--- config.mk ---
export PLATFORM = sky130hd
export DESIGN_NAME = video_timing_gen_flat
export DESIGN_NICKNAME = d
export VERILOG_FILES = /design/src/rtl/video_timing_gen_pkg.sv /design/src/rtl/video_timing_gen_if.sv /design/src/rtl/video_timing_gen_pix_ce_div.sv /design/src/rtl/video_timing_gen.sv /design/src/flat_wrapper.sv
export SDC_FILE = /design/constraint.sdc
export NUM_CORES = 1
export LEC_CHECK = 0
export ABC_AREA = 0
export CORE_ASPECT_RATIO = 0.8
export CORE_MARGIN = 2
export CORE_UTILIZATION = 30
export CTS_CLUSTER_SIZE = 8
export DETAILED_ROUTE_END_ITERATION = 16
export PLACE_DENSITY = 0.46
export REMOVE_ABC_BUFFERS = 1
export SYNTH_ARGS = -nofsm -noshare
export SYNTH_HDL_FRONTEND = slang
export SYNTH_SLANG_ARGS = --single-unit
export TNS_END_PERCENT = 30
--- constraint.sdc ---
create_clock -name clk -period 3.7 [get_ports clk]
set_input_delay 0.74 -clock clk [delete_from_list [all_inputs] [get_ports clk]]
set_output_delay 0.74 -clock clk [all_outputs]
set_load 0.01 [all_outputs]
--- src/rtl/video_timing_gen_pkg.sv ---
// Shared raster timing types, standard modes and total-length helpers
// for the display path.
package video_timing_pkg;

    typedef struct packed {
        int unsigned h_visible;
        int unsigned h_fp;
        int unsigned h_sync;
        int unsigned h_bp;
        int unsigned v_visible;
        int unsigned v_fp;
        int unsigned v_sync;
        int unsigned v_bp;
    } timing_t;

    localparam timing_t MODE_640x480_60 = '{
        h_visible: 640, h_fp: 16, h_sync: 96,  h_bp: 48,
        v_visible: 480, v_fp: 10, v_sync: 2,   v_bp: 33
    };

    localparam timing_t MODE_800x600_60 = '{
        h_visible: 800, h_fp: 40, h_sync: 128, h_bp: 88,
        v_visible: 600, v_fp: 1,  v_sync: 4,   v_bp: 23
    };

    function automatic int unsigned h_total(input timing_t t);
        return t.h_visible + t.h_fp + t.h_sync + t.h_bp;
    endfunction

    function automatic int unsigned v_total(input timing_t t);
        return t.v_visible + t.v_fp + t.v_sync + t.v_bp;
    endfunction

endpackage

--- src/rtl/video_timing_gen_if.sv ---
// Raster timing bundle driven by the generator towards renderer and output stage.
interface video_timing_gen_if #(
    parameter int unsigned CW = 10
) ();

    logic          pix_ce;
    logic [CW-1:0] x;
    logic [CW-1:0] y;
    logic          hsync;
    logic          vsync;
    logic          video_on;
    logic          line_start;
    logic          frame_start;

    modport master (
        output pix_ce, x, y, hsync, vsync, video_on, line_start, frame_start
    );

    modport slave (
        input pix_ce, x, y, hsync, vsync, video_on, line_start, frame_start
    );

endinterface

--- src/rtl/video_timing_gen_pix_ce_div.sv ---
// Pixel clock-enable divider: one pix_ce per CLK_DIV enabled system clocks.
module pix_ce_div #(
    parameter int unsigned CLK_DIV = 4
) (
    input  logic clk,
    input  logic reset,
    input  logic en,
    output logic pix_ce
);

    localparam int unsigned   DW       = (CLK_DIV > 1) ? $clog2(CLK_DIV) : 1;
    localparam logic [DW-1:0] DIV_LAST = DW'(CLK_DIV - 1);

    logic [DW-1:0] div_q;
    logic [DW-1:0] div_d;

    always_comb begin
        div_d = div_q + DW'(1);
        if (!en || (div_q == DIV_LAST)) begin
            div_d = '0;
        end
    end

    always_ff @(posedge clk) begin
        if (reset) begin
            div_q <= '0;
        end else begin
            div_q <= div_d;
        end
    end

    // With CLK_DIV=1 this is constantly high; the generator qualifies it with en.
    assign pix_ce = (div_q == DIV_LAST);

endmodule

--- src/rtl/video_timing_gen.sv ---
// Parametrised raster timing generator: pixel position, syncs, blanking and
// line/frame strobes, advanced by an internal pixel clock-enable.
module video_timing_gen
    import video_timing_pkg::*;
#(
    parameter int unsigned CLK_DIV    = 4,
    parameter int unsigned CW         = 10,
    parameter int unsigned H_VISIBLE  = MODE_640x480_60.h_visible,
    parameter int unsigned H_FP       = MODE_640x480_60.h_fp,
    parameter int unsigned H_SYNC     = MODE_640x480_60.h_sync,
    parameter int unsigned H_BP       = MODE_640x480_60.h_bp,
    parameter int unsigned V_VISIBLE  = MODE_640x480_60.v_visible,
    parameter int unsigned V_FP       = MODE_640x480_60.v_fp,
    parameter int unsigned V_SYNC     = MODE_640x480_60.v_sync,
    parameter int unsigned V_BP       = MODE_640x480_60.v_bp,
    parameter bit          H_SYNC_POL = 1'b0,
    parameter bit          V_SYNC_POL = 1'b0
) (
    input  logic               clk,
    input  logic               reset,
    input  logic               en,
    video_timing_gen_if.master vid
);

    localparam timing_t TIMING = '{
        h_visible: H_VISIBLE, h_fp: H_FP, h_sync: H_SYNC, h_bp: H_BP,
        v_visible: V_VISIBLE, v_fp: V_FP, v_sync: V_SYNC, v_bp: V_BP
    };
    localparam int unsigned      H_TOTAL   = h_total(TIMING);
    localparam int unsigned      V_TOTAL   = v_total(TIMING);
    localparam longint unsigned  CNT_RANGE = 64'(1) << CW;

    if ((64'(H_TOTAL) > CNT_RANGE) || (64'(V_TOTAL) > CNT_RANGE)) begin : g_bad_range
        $error("video_timing_gen: H_TOTAL or V_TOTAL exceeds 2**CW");
    end
    if ((CLK_DIV == 0) || (H_VISIBLE == 0) || (H_FP == 0) || (H_SYNC == 0) || (H_BP == 0) ||
        (V_VISIBLE == 0) || (V_FP == 0) || (V_SYNC == 0) || (V_BP == 0)) begin : g_bad_segment
        $error("video_timing_gen: CLK_DIV and all segment lengths must be non-zero");
    end

    localparam logic [CW-1:0] H_VIS_END = CW'(H_VISIBLE);
    localparam logic [CW-1:0] HS_START  = CW'(H_VISIBLE + H_FP);
    localparam logic [CW-1:0] HS_END    = CW'(H_VISIBLE + H_FP + H_SYNC);
    localparam logic [CW-1:0] H_LAST    = CW'(H_TOTAL - 1);
    localparam logic [CW-1:0] V_VIS_END = CW'(V_VISIBLE);
    localparam logic [CW-1:0] VS_START  = CW'(V_VISIBLE + V_FP);
    localparam logic [CW-1:0] VS_END    = CW'(V_VISIBLE + V_FP + V_SYNC);
    localparam logic [CW-1:0] V_LAST    = CW'(V_TOTAL - 1);

    logic          pix_ce;
    logic [CW-1:0] hc_q, hc_d, vc_q, vc_d;
    logic [CW-1:0] x_q, x_d, y_q, y_d;
    logic          hsync_q, hsync_d, vsync_q, vsync_d, video_on_q, video_on_d;
    logic          line_start_q, line_start_d, frame_start_q, frame_start_d;

    pix_ce_div #(.CLK_DIV(CLK_DIV)) u_pix_ce_div (
        .clk    (clk),
        .reset  (reset),
        .en     (en),
        .pix_ce (pix_ce)
    );

    // Outputs present the decode of (hc,vc) on each pixel edge, then the counter advances.
    always_comb begin
        hc_d          = hc_q;
        vc_d          = vc_q;
        x_d           = x_q;
        y_d           = y_q;
        hsync_d       = hsync_q;
        vsync_d       = vsync_q;
        video_on_d    = video_on_q;
        line_start_d  = 1'b0;
        frame_start_d = 1'b0;
        if (!en) begin
            hc_d       = '0;
            vc_d       = '0;
            x_d        = '0;
            y_d        = '0;
            hsync_d    = ~H_SYNC_POL;
            vsync_d    = ~V_SYNC_POL;
            video_on_d = 1'b0;
        end else if (pix_ce) begin
            x_d           = hc_q;
            y_d           = vc_q;
            hsync_d       = ((hc_q >= HS_START) && (hc_q < HS_END)) ? H_SYNC_POL : ~H_SYNC_POL;
            vsync_d       = ((vc_q >= VS_START) && (vc_q < VS_END)) ? V_SYNC_POL : ~V_SYNC_POL;
            video_on_d    = (hc_q < H_VIS_END) && (vc_q < V_VIS_END);
            line_start_d  = (hc_q == '0);
            frame_start_d = (hc_q == '0) && (vc_q == '0);
            if (hc_q == H_LAST) begin
                hc_d = '0;
                vc_d = (vc_q == V_LAST) ? '0 : vc_q + CW'(1);
            end else begin
                hc_d = hc_q + CW'(1);
            end
        end
    end

    always_ff @(posedge clk) begin
        if (reset) begin
            hc_q          <= '0;
            vc_q          <= '0;
            x_q           <= '0;
            y_q           <= '0;
            hsync_q       <= ~H_SYNC_POL;
            vsync_q       <= ~V_SYNC_POL;
            video_on_q    <= 1'b0;
            line_start_q  <= 1'b0;
            frame_start_q <= 1'b0;
        end else begin
            hc_q          <= hc_d;
            vc_q          <= vc_d;
            x_q           <= x_d;
            y_q           <= y_d;
            hsync_q       <= hsync_d;
            vsync_q       <= vsync_d;
            video_on_q    <= video_on_d;
            line_start_q  <= line_start_d;
            frame_start_q <= frame_start_d;
        end
    end

    assign vid.pix_ce      = pix_ce;
    assign vid.x           = x_q;
    assign vid.y           = y_q;
    assign vid.hsync       = hsync_q;
    assign vid.vsync       = vsync_q;
    assign vid.video_on    = video_on_q;
    assign vid.line_start  = line_start_q;
    assign vid.frame_start = frame_start_q;

endmodule
--- src/flat_wrapper.sv ---
// flat-port wrapper written by rule: the top's interface ports become plain ports
module video_timing_gen_flat import video_timing_pkg::*;
#(
    parameter int unsigned CLK_DIV    = 4,
    parameter int unsigned CW         = 10,
    parameter int unsigned H_VISIBLE  = MODE_640x480_60.h_visible,
    parameter int unsigned H_FP       = MODE_640x480_60.h_fp,
    parameter int unsigned H_SYNC     = MODE_640x480_60.h_sync,
    parameter int unsigned H_BP       = MODE_640x480_60.h_bp,
    parameter int unsigned V_VISIBLE  = MODE_640x480_60.v_visible,
    parameter int unsigned V_FP       = MODE_640x480_60.v_fp,
    parameter int unsigned V_SYNC     = MODE_640x480_60.v_sync,
    parameter int unsigned V_BP       = MODE_640x480_60.v_bp,
    parameter bit          H_SYNC_POL = 1'b0,
    parameter bit          V_SYNC_POL = 1'b0
)
  (clk, reset, en, vid_pix_ce, vid_x, vid_y, vid_hsync, vid_vsync, vid_video_on, vid_line_start, vid_frame_start);
  video_timing_gen_if #(.CW(CW)) vid_i ();
  input  logic clk;
  input  logic reset;
  input  logic en;
  output wire logic [$bits(vid_i.pix_ce)-1:0] vid_pix_ce;
  output wire logic [$bits(vid_i.x)-1:0] vid_x;
  output wire logic [$bits(vid_i.y)-1:0] vid_y;
  output wire logic [$bits(vid_i.hsync)-1:0] vid_hsync;
  output wire logic [$bits(vid_i.vsync)-1:0] vid_vsync;
  output wire logic [$bits(vid_i.video_on)-1:0] vid_video_on;
  output wire logic [$bits(vid_i.line_start)-1:0] vid_line_start;
  output wire logic [$bits(vid_i.frame_start)-1:0] vid_frame_start;
  assign vid_pix_ce = vid_i.pix_ce;
  assign vid_x = vid_i.x;
  assign vid_y = vid_i.y;
  assign vid_hsync = vid_i.hsync;
  assign vid_vsync = vid_i.vsync;
  assign vid_video_on = vid_i.video_on;
  assign vid_line_start = vid_i.line_start;
  assign vid_frame_start = vid_i.frame_start;
  video_timing_gen #(.CLK_DIV(CLK_DIV), .CW(CW), .H_VISIBLE(H_VISIBLE), .H_FP(H_FP), .H_SYNC(H_SYNC), .H_BP(H_BP), .V_VISIBLE(V_VISIBLE), .V_FP(V_FP), .V_SYNC(V_SYNC), .V_BP(V_BP), .H_SYNC_POL(H_SYNC_POL), .V_SYNC_POL(V_SYNC_POL)) u_core (.clk(clk), .reset(reset), .en(en), .vid(vid_i));
endmodule
After elaboration in Yosys (flattened, before gate mapping)
Index checks and enable logic that the tools add are counted.
{"block": "word_totals", "reg_bits": 47, "output_inout_bits": 26, "wordCells": 40}
{"block": "op_classes", "add_sub_neg": 3, "n_lt_le_gt_ge": 6, "n_eq_ne": 3, "n_mux": 4, "bitwise_logic": 2, "n_reduce_logical": 12}
{"op": "adder 10 x 1 -> 10 bit (second input constant)", "count": 2}
{"op": "== test 10 bit (second input constant)", "count": 2}
{"op": "logical NOT 10 bit", "count": 2}
{"op": "less-than comparator 10 bit (second input constant)", "count": 2}
{"op": "less-than comparator 10 x 9 -> 1 bit (second input constant)", "count": 2}
{"op": "2-to-1 mux 10 bit", "count": 2}
{"op": "greater-or-equal comparator 10 bit (second input constant)", "count": 1}
{"op": "greater-or-equal comparator 10 x 9 -> 1 bit (second input constant)", "count": 1}
{"op": "logical AND 1 bit", "count": 4}
{"op": "OR reduction 2 bit", "count": 2}
{"op": "OR reduction 3 bit", "count": 1}
{"op": "adder 2 x 1 -> 2 bit (second input constant)", "count": 1}
{"op": "== test 2 bit (second input constant)", "count": 1}
{"op": "2-to-1 mux 1 bit", "count": 2}
{"op": "NOT 1 bit", "count": 2}
{"op": "AND reduction 2 bit", "count": 1}
{"op": "logical NOT 1 bit", "count": 1}
{"op": "logical OR 1 bit", "count": 1}

Depth between registers and ports, before layout
Gate-level depths: netlist of the first run.
{"block": "depth", "depth_word": 3, "depth_mapped": 6}

By module
From an unflattened synthesis of the first run, not the netlist that was laid out.
{"block": "hier_totals", "hier_cells": 221, "area_unflattened_um2": 2064.5}
{"module": "video_timing_gen", "instances": 1, "cells_each": 216, "area_per_inst_um2": 1984.4, "seq_area_each_um2": 900.9}
{"module": "pix_ce_div", "instances": 1, "cells_each": 5, "area_per_inst_um2": 80.1, "seq_area_each_um2": 40.0}

Worst setup path before layout of the first run
Ideal clock, no wire load.
{"block": "synth_path", "path_type": "reg-to-reg", "startpoint": "register u_core.hc_q[5]", "endpoint": "register u_core.vc_q[7]", "t_arrival_ns": 1.791, "required_time_ns": 3.627, "slack_ns": 1.836, "stages_incl_launch_ff": 6, "n_path_buf": 1, "cell_sequence": "dfxtp_1 -> buf_6 -> or3_4 -> or4_4 -> or3_1 -> a21oi_1"}
{"block": "synth_between", "elab_chain_cells": 2}
{"item": "start: declaration", "line": "video_timing_gen.sv:51", "source": "logic [CW-1:0] hc_q, hc_d, vc_q, vc_d;"}
{"item": "start signal: assignment", "line": "video_timing_gen.sv:101", "source": "hc_q <= '0;"}
{"item": "start signal: assignment", "line": "video_timing_gen.sv:111", "source": "hc_q <= hc_d;"}
{"item": "== test 10 bit", "line": "video_timing_gen.sv:90", "source": "if (hc_q == H_LAST) begin"}
{"item": "AND reduction 2 bit (no source line)"}
{"item": "end signal: assignment", "line": "video_timing_gen.sv:112", "source": "vc_q <= vc_d;"}
{"item": "end: declaration", "line": "video_timing_gen.sv:51"}
Every way passes these cells.
A chain may end at the register's enable or synchronous reset.

Worst setup path after layout of the first run
{"block": "layout_path", "startpoint": "register u_core.u_pix_ce_div.div_q[0]", "endpoint": "output vid_pix_ce"}
{"block": "layout_between", "elab_chain_cells": 1}
{"item": "start: declaration", "line": "video_timing_gen_pix_ce_div.sv:14", "source": "logic [DW-1:0] div_q;"}
{"item": "start signal: assignment", "line": "video_timing_gen_pix_ce_div.sv:28", "source": "div_q <= div_d;"}
{"item": "== test 2 bit", "line": "video_timing_gen_pix_ce_div.sv:33", "source": "assign pix_ce = (div_q == DIV_LAST);"}
{"item": "end: declaration", "line": "flat_wrapper.sv:22", "source": "output wire logic [$bits(vid_i.pix_ce)-1:0] vid_pix_ce;"}
Every way passes these cells.

==> results.txt, run 1 <==
Synth Instances - 220
area grow syn2layout - 21.4%
clk_skew - 0.00426 ns
clk_lat worst skew - 0.30 ns
final-stage net count - 249
# Max-Cap Violations - 0
dpl ws - 1.17 ns
CP required - 2.96 ns
Routed Wire Length - 4460 um
synth top area cells - dfxtp_1 (47%), mux2i_1 (11%), nor2_1 (6.5%)
yosys warns - 0
nature of the critical path endpoint - output pin
Setup CP Type - register to output pin
clk sinks - 47
# placed instances - 318
crit path DAT - 1.67 ns
count leader, synth - dfxtp_1
H-tree depth - 2
hold_buf cts - 0
Routed Antenna Nets - 0
met1 Resource Use GR - 0.209
CP Cell Sequence - ha_2 -> clkdlybuf4s50_1
max-slew violation count - 0
# setup viols final - 0
row cnt - 26
Max Freq - 414 MHz
synth unique cells - 34
grt peak-use layer - met1
DR vias/cell - 4.74
die height - 77.4 um
Worst setup SP type - register
minimum clock period - 2.41 ns
routed vias - 1544
ANT cells - 0
top cell type's share of synthesized area - 0.466
met2 usage - 0.163
Least-Margin Pin Slew - 1.17 ns
Mapped Area - 2020 um2
status - complete, no violations
Total Neg Setup Slack - 0 ns
sequential area share after synthesis - 0.466
HPWL Detailed - 3030 um
postcts setup bufs - 0
CP max stage delay - 0.61 ns
core area - 6440 um2
FFs w/ async S/R, synth - 0
Max IR drop VDD - 0.112 mV
first-pass GRT wire length - 7510 um
M3 GR Usage - 0.0379
GR Overflow Total - 0
share of layout cells above drive strength 1 - 0.0579
clk buf depth - 2
I/O pin cnt - 29
Synth Area per Inst - 9.17 um2
Horiz. Die Dim - 95.7 um
Finished Core Util - 0.380
vias in the first global route - 1465
period utilization - 0.652
Final Non-Filler Cells - 326
Worst-path clk slew - 0.08 ns
pin count of the biggest net entering global routing - 30
GPL Wtd Cong - 0.812
cts repair resizes - 0
Initial DRC Count - 90
initial antenna violation count - 0
Leak - 0.752 nW
Worst Hold Class - register to register
worst setup margin - 1.29 ns
Rel. slew slack - 0.223
detailed-route wire length per cell - 13.7 um
die area - 7400 um2
Total GRT Usage - 0.132
#FFs+latches synth - 47
root buffer cell - clkbuf_8
leading area contributor after synthesis - dfxtp_1
Max stage delay cell, worst path - clkdlybuf4s50_1
CTS tree - built
DRT Pass-1 Iters - 6
Post-synth top cells - dfxtp_1 (47), nor2_1 (35), mux2i_1 (22)
DRC viols - 0
Synth Flop Type - dfxtp_1
IO Port Bufs - 28
final hold vios - 0
TritonCTS Buffers - 5
RSZ-0062 raised after global routing - no
power consumption - 0.871 mW
initial core utilization - 0.313
power per cell area - 355 nW/um2
EDFF count, synth - 0
worst-path fanout max - 16
-- placed cells by master, fill, tap and decap left out, types with 6 or more instances in the layout --
cell	count
dfxtp_1	47
nor2_1	35
clkdlybuf4s50_1	28
mux2i_1	22
nand4_1	10
nand2_1	10
nor3_1	8
nand3_1	7
clkbuf_8	7
o21ai_0	6
xor2_1	6
xnor2_1	6
-- critical path: cells and delay by family, from the launching register on --
family / cells / cell delay (ns)
adders and majority gates: 1 / 0.41
buffers and inverters: 1 / 0.61
DFF: 1 / 0.34
-- sequential cells by signal, indices dropped and copies added, names as in the netlist, 2 cells and up --
| register | cells |
|---|---|
| u_core.vid.x | 10 |
| u_core.vc_q | 10 |
| u_core.hc_q | 10 |
| u_core.u_pix_ce_div.div_q | 2 |
| u_core.vid.y | 10 |
-- layer usage --
layer / vias to the layer above / wire length (um) / share of wire
li1: 805 / - / -
met1: 699 / 2510 / 0.56
met2: 31 / 1710 / 0.38
met3: 9 / 168 / 0.038
met4: 0 / 76 / 0.017
met5: - / 0 / 0
-- worst paths after layout --
| path | from | end | slack, ns | cells after the start |
|---|---|---|---|---|
| max reg2reg | u_core.u_pix_ce_div.div_q[0] | u_core.vc_q[8] | 1.64 | 5 |
| min reg2reg | u_core.u_pix_ce_div.div_q[0] | u_core.u_pix_ce_div.div_q[0] | 0.43 | 1 |
| min | u_core.u_pix_ce_div.div_q[0] | u_core.u_pix_ce_div.div_q[0] | 0.43 | 1 |
| max | u_core.u_pix_ce_div.div_q[0] | vid_pix_ce | 1.29 | 2 |
-- where the power goes --
part	leakage, nW	internal, mW	switching (mW)
logic	0.321	0.00628	0.0120
registers	0.379	0.506	0.000570
clock network	0.0515	0.171	0.175
total	0.752	0.684	0.187
-- cell type report --
class / instances / area, um2
clock buffer: 8 / 100
fill: 677 / 3990
inverter: 5 / 18.8
multi-input combinational: 151 / 982
sequential: 47 / 941
tap: 84 / 105
timing repair buffer: 31 / 303
-- kinds of logic (layout without fill, tap and decap cells) --
kind of cell / Yosys count / count (layout) / synth area share
buffers and inverters: 22 / 44 / 0.0484
DFF: 47 / 47 / 0.466
xor gates and xnor gates: 12 / 12 / 0.0521
AOI/OAI and AO/OA: 16 / 16 / 0.0471
and+or+nand+nor: 96 / 96 / 0.246
muxes: 22 / 22 / 0.109
adders and majority gates: 5 / 5 / 0.0310
-- stage by stage --
step,cell area [um2],hold WS [ns]
after floorplan,1940,0.404
after global placement,2350,0.424
after detailed placement,2350,0.422
after CTS,2450,0.435
after global routing,2450,0.444
final,2450,0.432
No activity file was read; power rests on OpenSTA's default activity.
==> run 2, diff against run 1 <==
--- a/config.mk
+++ b/config.mk
@@ -11,7 +11,7 @@
 export CORE_UTILIZATION = 30
 export CTS_CLUSTER_SIZE = 8
 export DETAILED_ROUTE_END_ITERATION = 16
-export PLACE_DENSITY = 0.46
+export PLACE_DENSITY = 0.48
 export REMOVE_ABC_BUFFERS = 1
 export SYNTH_ARGS = -nofsm -noshare
 export SYNTH_HDL_FRONTEND = slang
==> constraint.sdc (replaced) <==
create_clock -name clk -period 2.2 [get_ports clk]
set_input_delay 0.44 -clock clk [delete_from_list [all_inputs] [get_ports clk]]
set_output_delay 0.44 -clock clk [all_outputs]
set_load 0.01 [all_outputs]
==> run 2 against run 1 <==
Effect of this change: cell area grew 1.4%; critical path depth is 2 higher; sequential cell count stayed put; sequential share of layout area is 0.52 points lower; clock skew rose by 0.0028 ns; clock power grew 64%; worst hold slack improved by 0.0075 ns; critical path type is now register to register.
==> results.txt, run 2 (same netlist as run 1, synthesis figures left out) <==
status - complete, no violations
destination of the worst hold path - u_core.u_pix_ce_div.div_q[0]
# setup viols final - 0
TritonCTS Buffers - 5
Worst-path clk slew - 0.10 ns
I/O pin cnt - 29
most frequent cells in the layout - dfxtp_1 (47), nor2_1 (35), clkdlybuf4s50_1 (28)
initial antenna violation count - 0
Routed Antenna Nets - 0
DR vias/cell - 4.83
Total GRT Usage - 0.132
worst r2r dst - u_core.vc_q[7]
DRC viols - 0
period utilization - 0.896
pin count of the biggest net entering global routing - 18
minimum clock period - 1.97 ns
final-stage net count - 254
storage element area - 941 um2
nature of the critical path endpoint - register
Worst Hold Class - register to register
GR Overflow Total - 0
WHS Path Cells - 1
RSZ-0062 raised after global routing - no
share of layout cells above drive strength 1 - 0.0810
DRT Pass-1 Iters - 4
clk_lat worst skew - 0.31 ns
Total Neg Setup Slack - 0 ns
routed vias - 1598
worst r2r src - u_core.hc_q[5]
Initial DRC Count - 66
Max IR drop VDD - 0.220 mV
Rel. slew slack - 0.549
hold_buf cts - 0
postcts setup bufs - 0
worst-path fanout max - 8
max-slew violation count - 0
reg2reg setup slack - 0.23 ns
row cnt - 26
Horiz. Die Dim - 95.7 um
vias in the first global route - 1478
most common cell after layout, fill and taps aside - dfxtp_1
Least-Margin Pin Slew - 0.669 ns
H-tree depth - 2
ANT cells - 0
first-pass GRT wire length - 7470 um
GPL Wtd Cong - 0.758
Setup CP Type - register to register
worst setup margin - 0.229 ns
Max Freq - 507 MHz
Worst setup SP type - register
area grow syn2layout - 23.1%
CTS tree - built
final hold vios - 0
clk buf depth - 2
die height - 77.4 um
clk_skew - 0.00703 ns
cts repair resizes - 0
worst hold margin - 0.440 ns
Routed Wire Length - 4520 um
core area - 6440 um2
root buffer cell - clkbuf_8
initial core utilization - 0.313
# Max-Cap Violations - 0
dpl ws - 0.267 ns
power per cell area - 585 nW/um2
die area - 7400 um2
Leak - 0.772 nW
Worst Setup SP - u_core.hc_q[5]
detailed-route wire length per cell - 13.6 um
HPWL Detailed - 3180 um
Worst Hold Launch - u_core.u_pix_ce_div.div_q[0]
area of the multi-input gates - 982 um2
IO Port Bufs - 28
clk sinks - 47
crit path DAT - 2.22 ns
R2R cell count - 4
filler instances - 675
CP required - 2.45 ns
==> run 2: report_power, final <==
| part | total [mW] | switching, mW | internal, mW |
|---|---|---|---|
| Combinational | 0.0338 | 0.0207 | 0.0131 |
| Clock | 0.565 | 0.329 | 0.236 |
| Sequential | 0.853 | 0.00103 | 0.852 |
==> run 2: routing by layer <==
metal / part of all wire / GRT usage / vias to the layer above
met5: 0 / 0 / -
met4: 0.014 / 0.0514 / 0
met3: 0.040 / 0.0330 / 7
met2: 0.40 / 0.178 / 34
met1: 0.54 / 0.198 / 742
li1: - / - / 815
==> run 2: worst max-delay path, stage by stage, from the launching register on <==
cell and delay (ns):
dfxtp_1 0.41, or3_4 0.45, or4_4 0.58, or3_1 0.32, a21oi_1 0.14
==> run 2: worst max path at each step <==
stage / endpoint / slack (ns) / cells past startpoint
after global placement: u_core.vc_q[9] / 0.28 / 4
after floorplan: u_core.vc_q[8] / -0.42 / 5
after global routing: u_core.vc_q[4] / 0.009 / 5
final: u_core.vc_q[7] / 0.23 / 4
after detailed placement: u_core.vc_q[7] / 0.27 / 4
after CTS: u_core.vc_q[7] / 0.24 / 4
==> run 2: layout make-up <==
cell class              count  area share
clock buffers               5      0.0277
clock inverters             3      0.0111
inverters                   5     0.00756
multi-input cells         151       0.395
flip-flops and latches     47       0.379
well taps                  84      0.0423
repair buffers             36       0.137
==> run 2: through the flow <==
| step | power, mW | instances | utilization | cell area (um2) |
|---|---|---|---|---|
| global route | 1.51 | 331 | 0.386 | 2480 |
| floorplan | 0.890 | 203 | - | 1940 |
| finish | 1.45 | 331 | 0.386 | 2480 |
| global placement | 0.908 | 323 | 0.371 | 2390 |
| detailed placement | 0.908 | 323 | 0.371 | 2390 |
| CTS | 1.48 | 331 | 0.386 | 2480 |
==> run 3, diff against run 2 <==
--- a/config.mk
+++ b/config.mk
@@ -6,13 +6,16 @@
 export NUM_CORES = 1
 export LEC_CHECK = 0
 export ABC_AREA = 0
+export CELL_PAD_IN_SITES_DETAIL_PLACEMENT = 1
+export CELL_PAD_IN_SITES_GLOBAL_PLACEMENT = 1
 export CORE_ASPECT_RATIO = 0.8
 export CORE_MARGIN = 2
 export CORE_UTILIZATION = 30
 export CTS_CLUSTER_SIZE = 8
 export DETAILED_ROUTE_END_ITERATION = 16
-export PLACE_DENSITY = 0.48
+export PLACE_DENSITY = 0.6
 export REMOVE_ABC_BUFFERS = 1
+export SLEW_MARGIN = 20
 export SYNTH_ARGS = -nofsm -noshare
 export SYNTH_HDL_FRONTEND = slang
 export SYNTH_SLANG_ARGS = --single-unit
==> run 3 against run 2 <==
Effect of this change: die area did not move; cell count up 1.5%; sequential cell count is the same; cell area up 2.3%; core utilization grew 0.89 points; global-route usage increased by 1.3 points; highest routed layer unchanged; combinational power is 5.9% higher; critical path depth stayed put; critical endpoint is now u_core.vc_q[9]; clock-buffer cell count increased by 2; sequential power is essentially flat; power up 1.7%; register-to-register slack better by 0.03 ns.
==> results.txt, run 3 (same netlist as run 1, synthesis figures left out) <==
clk_skew - 0.0132 ns
vias in the first global route - 1566
Leak - 0.808 nW
met2 usage - 0.195
Worst Hold Class - register to register
cts repair resizes - 0
grt peak-use layer - met1
CP Cell Sequence - or3_4 -> or4_4 -> or3_1 -> a21oi_1
I/O pin cnt - 29
Max Freq - 515 MHz
GPL Wtd Cong - 0.824
most frequent cells in the layout - dfxtp_1 (47), nor2_1 (35), clkdlybuf4s50_1 (28)
HPWL Detailed - 3490 um
met1 Resource Use GR - 0.224
die area - 7400 um2
share of layout cells above drive strength 1 - 0.0992
clk_lat worst skew - 0.31 ns
Worst setup SP type - register
final-stage net count - 259
Routed Antenna Nets - 0
GR Overflow Total - 0
# Max-Cap Violations - 0
die height - 77.4 um
ANT cells - 0
routed vias - 1643
Routed Wire Length - 4820 um
most common cell after layout, fill and taps aside - dfxtp_1
postcts setup bufs - 0
Finished Core Util - 0.395
pin count of the biggest net entering global routing - 30
CTS tree - built
Setup CP Type - register to register
Horiz. Die Dim - 95.7 um
root buffer cell - clkbuf_8
minimum clock period - 1.94 ns
nature of the critical path endpoint - register
Initial DRC Count - 49
# setup viols final - 0
hold_buf cts - 0
worst hold margin - 0.456 ns
Worst-path clk slew - 0.10 ns
number of buffers and inverters on the critical path - 0
initial core utilization - 0.313
M3 GR Usage - 0.0340
DR vias/cell - 4.89
TritonCTS Buffers - 5
H-tree depth - 2
power per cell area - 581 nW/um2
Max stage delay cell, worst path - or4_4
Max IR drop VDD - 0.323 mV
final hold vios - 0
RSZ-0062 raised after global routing - no
Least-Margin Pin Slew - 0.669 ns
status - complete, no violations
row cnt - 26
Rel. slew slack - 0.549
Total Neg Setup Slack - 0 ns
crit path DAT - 2.18 ns
DRT Pass-1 Iters - 4
clk buf depth - 2
period utilization - 0.883
CP max stage delay - 0.57 ns
DRC viols - 0
Post-DP Area - 2440 um2
area grow syn2layout - 25.9%
detailed-route wire length per cell - 14.3 um
worst-path fanout max - 8
CP required - 2.44 ns
max-slew violation count - 0
initial antenna violation count - 0
Total GRT Usage - 0.144
crit-path leading delay family - simple AND/OR/NAND/NOR gates
clk sinks - 47
first-pass GRT wire length - 8210 um
fin area - 2540 um2
IO Port Bufs - 28
core area - 6440 um2
[run 3: final cells by class]
cell class / count / area (um2)
multi-input cells: 151 / 982
fillers: 757 / 3900
well taps: 84 / 105
clock buffers: 7 / 96.3
clock inverters: 1 / 7.51
repair buffers: 41 / 390
inverters: 5 / 18.8
flip-flops and latches: 47 / 941
[run 3: path summary, 6_finish.rpt]
| kind | cells after the start | start | endpoint | slack [ns] |
|---|---|---|---|---|
| worst max-delay path | 4 | u_core.hc_q[5] | u_core.vc_q[9] | 0.26 |
| worst min register to register | 1 | u_core.u_pix_ce_div.div_q[0] | u_core.u_pix_ce_div.div_q[0] | 0.46 |
| worst max register to register | 4 | u_core.hc_q[5] | u_core.vc_q[9] | 0.26 |
| worst min-delay path | 1 | u_core.u_pix_ce_div.div_q[0] | u_core.u_pix_ce_div.div_q[0] | 0.46 |
[run 3: power by group]
part | switching, mW | internal [mW]
clock network | 0.301 | 0.286
registers | 0.00116 | 0.852
logic | 0.0212 | 0.0146
[run 3: per-stage QoR]
stage          setup WS (ns)  total power, mW  instances
2_1_floorplan         -0.425            0.890        203
3_3_place_gp           0.288            0.910        328
3_5_place_dp           0.265            0.910        328
4_1_cts                0.251             1.50        336
5_1_grt                0.119             1.54        336
6_report               0.257             1.48        336
[run 3: per-layer routing]
layer	vias up	routed length (um)
met4	0	55
met3	5	162
met5	-	0
li1	832	-
met1	780	2610
met2	26	1990
